[src/rtl/snake_pkg.sv]
// Shared arbiter definitions: FSM encoding, active-video line count, starvation limit.
// No logic here; imported by snake_body_arbiter and snake_prio_sel.
package snake_pkg;

  typedef enum logic [1:0] {
    IDLE        = 2'd0,
    GFX         = 2'd1,
    GAME        = 2'd2,
    GAME_LOCKED = 2'd3
  } arb_state_t;

  localparam int V_ACTIVE_LINES = 480;

  localparam int              STARVE_CNT_W = 4;
  localparam logic [3:0]      STARVE_LIMIT = 4'd8;

  // Bit positions inside the one-hot grant vector.
  localparam int GNT_GFX  = 0;
  localparam int GNT_GAME = 1;

endpackage

[src/rtl/snake_prio_sel.sv]
// One-hot grant selection for the segment RAM; purely combinational, zero latency.
// A locked game burst excludes gfx; starvation relief or blanking favours game, active video favours gfx.
module snake_prio_sel
  import snake_pkg::*;
(
  input  logic       active,
  input  logic       gfx_req,
  input  logic       game_req,
  input  logic       locked,
  input  logic       starve,
  output logic [1:0] gnt
);

  always_comb begin
    gnt = '0;
    if (locked) begin
      gnt[GNT_GAME] = game_req;
    end else if (starve && game_req) begin
      gnt[GNT_GAME] = 1'b1;
    end else if (gfx_req && game_req) begin
      if (active) gnt[GNT_GFX]  = 1'b1;
      else        gnt[GNT_GAME] = 1'b1;
    end else begin
      gnt[GNT_GFX]  = gfx_req;
      gnt[GNT_GAME] = game_req;
    end
  end

endmodule

[src/rtl/snake_body_arbiter.sv]
// Arbitrates gfx/game access to a 1-cycle-latency segment RAM; grants same cycle, valid one cycle later.
// Losers simply wait (req held); optional STARVE_GUARD_EN forces one game grant after 8 gfx grants.
module snake_body_arbiter
  import snake_pkg::*;
#(
  parameter int PIXEL_DISPLAY_BIT = 9,
  parameter int ADDR_W            = 4,
  parameter int COORD_W           = 7,
  parameter int V_ACTIVE          = V_ACTIVE_LINES
) (
  input  logic                     clock_25,
  input  logic                     reset,
  input  logic [PIXEL_DISPLAY_BIT:0] X,
  input  logic [PIXEL_DISPLAY_BIT:0] Y,
  input  logic                     gfx_req,
  input  logic [ADDR_W-1:0]        gfx_addr,
  output logic                     gfx_gnt,
  output logic                     gfx_valid,
  input  logic                     game_req,
  input  logic                     game_lock,
  input  logic                     game_we,
  input  logic [ADDR_W-1:0]        game_addr,
  input  logic [2*COORD_W-1:0]     game_wdata,
  output logic                     game_gnt,
  output logic                     game_valid,
  output logic [2*COORD_W-1:0]     rdata,
  output logic [ADDR_W-1:0]        ram_addr,
  output logic                     ram_we,
  output logic [2*COORD_W-1:0]     ram_wdata,
  input  logic [2*COORD_W-1:0]     ram_rdata,
  output logic                     semaforo
);

  localparam logic [PIXEL_DISPLAY_BIT:0] V_ACTIVE_Y = V_ACTIVE[PIXEL_DISPLAY_BIT:0];

  arb_state_t state;
  logic       lock_armed;
  logic       locked;
  logic       active;
  logic       game_req_eff;
  logic       starve;
  logic [1:0] gnt_raw;
  logic       unused_x;

  assign unused_x = ^X;
  assign locked   = (state == GAME_LOCKED);
  assign active   = (Y < V_ACTIVE_Y);
  // The cycle game_lock drops ends the burst with no grant, so the FSM lands in IDLE.
  assign game_req_eff = game_req & ~(locked & ~game_lock);

`ifdef STARVE_GUARD_EN
  logic [STARVE_CNT_W-1:0] starve_cnt;

  assign starve = (starve_cnt == STARVE_LIMIT);

  always_ff @(posedge clock_25 or posedge reset) begin
    if (reset) begin
      starve_cnt <= '0;
    end else if (gfx_gnt && game_req && !game_lock) begin
      starve_cnt <= starve_cnt + 1'b1;
    end else begin
      starve_cnt <= '0;
    end
  end
`else
  assign starve = 1'b0;
`endif

  snake_prio_sel u_prio_sel (
    .active   (active),
    .gfx_req  (gfx_req),
    .game_req (game_req_eff),
    .locked   (locked),
    .starve   (starve),
    .gnt      (gnt_raw)
  );

  assign gfx_gnt   = gnt_raw[GNT_GFX]  & ~reset;
  assign game_gnt  = gnt_raw[GNT_GAME] & ~reset;
  assign ram_we    = game_gnt & game_we;
  assign ram_wdata = game_gnt ? game_wdata : '0;
  assign rdata     = (gfx_valid | game_valid) ? ram_rdata : '0;

  always_comb begin
    ram_addr = '0;
    if (gfx_gnt)       ram_addr = gfx_addr;
    else if (game_gnt) ram_addr = game_addr;
  end

  // lock_armed stays low after reset until game_lock is seen low, so a lock held
  // across reset cannot silently resume its burst.
  always_ff @(posedge clock_25 or posedge reset) begin
    if (reset) begin
      state      <= IDLE;
      semaforo   <= 1'b0;
      gfx_valid  <= 1'b0;
      game_valid <= 1'b0;
      lock_armed <= 1'b0;
    end else begin
      gfx_valid  <= gfx_gnt;
      game_valid <= game_gnt & ~game_we;
      if (!game_lock) lock_armed <= 1'b1;

      if (state == GAME_LOCKED) begin
        if (!game_lock) begin
          state    <= IDLE;
          semaforo <= 1'b0;
        end
      end else if (game_gnt && game_lock && lock_armed) begin
        state    <= GAME_LOCKED;
        semaforo <= 1'b1;
      end else if (game_gnt) begin
        state <= GAME;
      end else if (gfx_gnt) begin
        state <= GFX;
      end else begin
        state <= IDLE;
      end
    end
  end

endmodule

[config.mk]
export PLATFORM = sky130hd
export DESIGN_NAME = snake_body_arbiter
export DESIGN_NICKNAME = d
export VERILOG_FILES = /design/src/rtl/snake_pkg.sv /design/src/rtl/snake_prio_sel.sv /design/src/rtl/snake_body_arbiter.sv
export SDC_FILE = /design/constraint.sdc
export NUM_CORES = 1
export LEC_CHECK = 0
export ABC_AREA = 1
export BUFFER_PORTS_ARGS = -buffer_cell sky130_fd_sc_hd__buf_2
export CAP_MARGIN = 40
export CORE_ASPECT_RATIO = 2
export CORE_MARGIN = 2
export CORE_UTILIZATION = 27
export DETAILED_ROUTE_END_ITERATION = 10
export PLACE_DENSITY = 0.76
export SYNTH_ARGS = -nofsm -noshare
export SYNTH_HDL_FRONTEND = slang
export SYNTH_SLANG_ARGS = --single-unit
[constraint.sdc]
create_clock -name clock_25 -period 1.12 [get_ports clock_25]
set_clock_uncertainty 0.1 [all_clocks]
set_input_delay 0 -clock clock_25 [delete_from_list [all_inputs] [get_ports clock_25]]
set_output_delay 0 -clock clock_25 [all_outputs]
set_load 0.01 [all_outputs]
Yosys cells after proc, flatten, opt, wreduce, memory -nomap -nowiden
Index checks and enable logic that the tools add are counted.

cells by class
  equality and inequality tests = 2
  bitwise gates (word level) = 11
  reductions and logical operators = 5
  order comparisons = 1
  multiplexer cells = 17

operators with widths
  operator                                                                       count
  14-bit 2-to-1 mux                                                              2
  10-bit by 9-bit less-than comparator with 1-bit output, second input constant  1
  2-bit 2-to-1 mux                                                               5
  1-bit 2-to-1 mux                                                               8
  4-bit 2-to-1 mux                                                               2
  1-bit bitwise AND                                                              6
  1-bit NOT                                                                      4
  1-bit logical AND                                                              3
  2-bit equality test, second input constant                                     1
  2-bit != test, second input constant                                           1
  2-bit AND reduction                                                            1
  2-bit nonzero test                                                             1
  1-bit OR                                                                       1

word-level totals
  output and inout port bits = 38
  input bits = 62
  register bits = 6

Depth between registers and ports, before layout
  word-level depth = 12
  gate-level depth with buffers = 7
  gate-level depth less buffers = 7

Hierarchy
From an unflattened synthesis, not the netlist that was laid out.

unflattened totals
  cell total of the unflattened synthesis = 111
  area, all modules = 588.1 µm²

modules (own cells, without submodules)
  module              area an instance (µm²)  cells an instance  instances  seq. area each (µm²)
  snake_body_arbiter  548.0                   103                1          150.1
  snake_prio_sel      40.0                    8                  1          0.0

Worst setup path before layout
Ideal clock, no wire load.

  path kind = register to output
  start point = register state[1]
  end point = output port game_gnt
  path slack = -16 ps
  stages on the path, launching flop included = 6
  required time = 1020 ps
  arrival time = 1036 ps
  cell sequence = dfrtp_1 -> a21oi_2 -> nand3_4 -> nand2_4 -> buf_12 -> inv_2

between the ends
  cells in the longest elaborated chain, start to end = 8

RTL lines
  item                      RTL line                   text
  start: declaration        snake_body_arbiter.sv:36   arb_state_t state;
  start signal: assignment  snake_body_arbiter.sv:94   state <= IDLE;
  start signal: assignment  snake_body_arbiter.sv:106  state <= IDLE;
  start signal: assignment  snake_body_arbiter.sv:110  state <= GAME_LOCKED;
  2-bit equality test (*)   snake_body_arbiter.sv:46   assign locked = (state == GAME_LOCKED);
  1-bit bitwise AND         snake_body_arbiter.sv:49   assign game_req_eff = game_req & ~(locked & ~game_lock);
  1-bit NOT                 snake_body_arbiter.sv:49
  1-bit bitwise AND         snake_body_arbiter.sv:49
  1-bit logical AND         snake_prio_sel.sv:20       end else if (gfx_req && game_req) begin
  2-bit 2-to-1 mux          snake_prio_sel.sv:20
  1-bit 2-to-1 mux (*)      snake_prio_sel.sv:16       if (locked) begin
  1-bit bitwise AND (*)     snake_body_arbiter.sv:79   assign game_gnt = gnt_raw[GNT_GAME] & ~reset;
  end: declaration          snake_body_arbiter.sv:24   output logic game_gnt,

Every way passes the cells marked *; elsewhere a longest branch is shown, timed or not.

Worst setup path after layout
  start point = register state[1]
  end point = output port ram_wdata[4]

between the ends
  cells in the longest elaborated chain, start to end = 9

RTL lines
  item                     RTL line                  text
  2-bit equality test (*)  snake_body_arbiter.sv:46
  1-bit bitwise AND        snake_body_arbiter.sv:49
  1-bit NOT                snake_body_arbiter.sv:49
  1-bit bitwise AND        snake_body_arbiter.sv:49
  1-bit logical AND        snake_prio_sel.sv:20
  2-bit 2-to-1 mux         snake_prio_sel.sv:20
  1-bit 2-to-1 mux (*)     snake_prio_sel.sv:16
  1-bit bitwise AND (*)    snake_body_arbiter.sv:79
  14-bit 2-to-1 mux (*)    snake_body_arbiter.sv:81  assign ram_wdata = game_gnt ? game_wdata : '0;
  end: declaration         snake_body_arbiter.sv:29  output logic [2*COORD_W-1:0] ram_wdata,

Marks and branches as above.

==> metrics.md <==
| Metric | Value |
|---|---|
| WS Path Type | reg -> out |
| Initial core utilization | 27.9% |
| Root buffer cell | clkbuf_8 |
| DRT met1 WL | between 600 and 700 um |
| Clk buf depth | 2 |
| Setup WS post-layout | -0.354 ns |
| Hold WS | 0.102 ns |
| Critical Path Sink Type | output pin |
| Crit path launch type | flip-flop |
| Worst-margin pin slew | 0.241 ns |
| TritonRoute pass-1 iters | 4 |
| Die Wd | 40.2 um |
| Die Ht | around 76 um |
| Drt total wl | 2760 um |
| Vias/cell | roughly 4.2 |
| Distinct cells, synth | 18 |
| CP startpoint | state[1] |
| Final Hold Vio Count | 0 |
| Congestion Overflow GR | 0 |
| Outcome | complete, but fails checks |
| Io pins | 100 |
| Minimum clock period | 1.47 ns |
| Failing checks | setup timing |
| GPL Wtd Cong | 0.679 |
| Area Overhead vs Synth | 117% |
| Reg2reg setup slack | -0.17 ns |
| VDD IR-drop max | 468 uV |
| Met2 WL | ~1800 um |
| Post-DRT Antenna Nets | 0 |
| Pre-CTS setup slack | -0.122 ns |
| Leak | between 0.9 and 1 nW |
| Core box area | roughly 2500 um^2 |
| Post-synthesis sequential area ratio | a little over a fifth |
| Worst Path Required | a little over 1 ns |
| Total power | 0.00109 W |
| Num CTS Buffers | 3 |
| Slew HR | 83.9% |
| CP Max Fanout | 10 |
| Starting DRC count in detailed routing | 10 |
| RSZ-0062 raised after global routing | true |
| Vias in the first global route | approximately 1k |
| Nets | 275 |
| GR Util All Layers | 17.4% |
| Hpwl dp | about 1800 um |
| Synth Instances | 110 |
| PortBufs | 84 |
| Most common cell after layout, fill and taps aside | buf_2 |
| Max Cap Violations | 0 |
| Worst r2r path cells | 6 |
| Reg clk slew, reported paths | roughly 0.03 ns |
| Most frequent cells in the layout | buf_2 (66), inv_1 (36), buf_6 (21), nor2_4 (17) |
| Crit path to | ram_wdata[4] |
| Antenna violations before repair | 0 |
| Final setup violation count | 40 |
| Syn_area_per_cell | roughly 6.4 um^2 |
| Post-synthesis cell area | just over 700 um^2 |
| Period utilization | 132% |
| Via Count | 1,008 |
| Clk Latency, worst-skew pair | roughly 0.22 ns |
| Peak Freq | 0.678 GHz |
| Worst R2R Start | state[1] |
| Top sig layer | met4 |
| DRC Markers | 0 |
| Final number of max-transition violations | 0 |
| Seq cells post-synth | 6 |
| Clk sinks | 6 |
| Cell Count, Final, Fillers Out | roughly 240 |
| Syn_nets | 172 |
| DP Cell Count | around 230 |
| Row count | 26 |
| Min-Delay Path Class | in -> reg |
| CP Data Arrival Time | roughly 1.4 ns |
| H-Tree Depth | 1 |
| Diode count | 0 |
| Layout cells sized above 1 | 64.5% |
| Synth warnings | 0 |
| Wire per inst | 11.5 um |
| Endpoint of the worst register-to-register path | state[0] |
| First-pass GRT wire length | between 3000 and 4000 um |
| CTS tree | yes |
| Die Area | 3070 um^2 |
| Met3 Routed Length | 166 um |
| Power per Cell Area | ~710 nW/um^2 |
| Largest net degree at the start of global routing | 11 |
| Sum Neg Setup Slack | -8.71 ns |
-- worst min-delay path by stage --
stage / start / endpoint / slack [ns] / cells after the start
floorplan: reset / game_valid / -0.31 / 1
global placement: reset / state[1] / -0.10 / 2
detailed placement: reset / state[1] / -0.1 / 2
CTS: reset / gfx_valid / 0.1 / 4
global route: game_lock / state[1] / 0.12 / 4
finish: game_lock / semaforo / 0.10 / 5
-- synthesized netlist by cell type --
library cell,number,area [um^2]
buf_12,1,20.0
dfrtp_1,6,150
o21bai_1,1,7.51
nand2_1,11,41.3
inv_2,2,7.51
nand3_1,10,50.1
nand3_4,1,17.5
nand3_2,1,10.0
buf_2,1,5.00
a21oi_2,1,8.76
nor3_2,1,10.0
nor3_1,1,5.00
nor2_1,23,86.3
nor2_4,9,101
nand4_1,1,6.26
nand2_4,2,22.5
inv_1,37,139
nor2_8,1,20.0
-- through the flow --
step                cell area [um^2]  util [%]
floorplan                        714         -
global placement                1220      48.0
detailed placement              1220      48.0
CTS                             1390      54.7
global route                    1540      60.5
finish                          1540      60.5
-- timing repair --
item / in CTS / in global routing
setup endpoints to repair: 40 / 40
setup buffers: 2 / 2
hold buffers: 3 / 0
hold endpoints to repair: 8 / 0
pin swaps: 2 / 3
gates resized for setup: 18 / 31
cloned: 1 / 0
-- where the power goes --
group / internal, W / switching, W / leakage, nW
registers: 0.000237 / 0.0000143 / 0.0719
logic: 0.000260 / 0.000270 / 0.853
clock network: 0.000230 / 0.0000835 / 0.0216
-- layout make-up --
cell class                 instances  area, um^2
clock buffer                       3        41.3
tap                               28        35.0
multi-input combinational         63         478
timing repair buffer             100         684
sequential                         6         150
inverter                          39         146
fill                             226        1000
-- routing by layer --
layer	track usage, %	vias to the layer above
met5	0	-
met3	3.21	10
met1	13.3	442
met2	34.7	44
li1	-	512
met4	8.00	0
-- state kept, by name (all words and copies together) (netlist names) --
signal and flops:
game_valid 1, gfx_valid 1, lock_armed 1, semaforo 1
state 2
-- worst max-delay path: stages (launching register included) --
cell and delay, ns:
dfrtp_1 0.41, nand3_2 0.12, nand2_4 0.08, nor2_8 0.13, nand2_4 0.08, buf_12 0.16, nor2_4 0.08, buf_6 0.10
-- logic make-up (layout without fill, tap and decap cells) --
kind of cell / after synthesis / in the layout / synth area share (%)
AOI/OAI and AO/OA: 2 / 2 / 2.30
and+or+nand+nor: 61 / 61 / 52.3
buffers and inverters: 41 / 142 / 24.2
DFF: 6 / 6 / 21.2
Note: power is estimated with default switching activity, not from simulation.
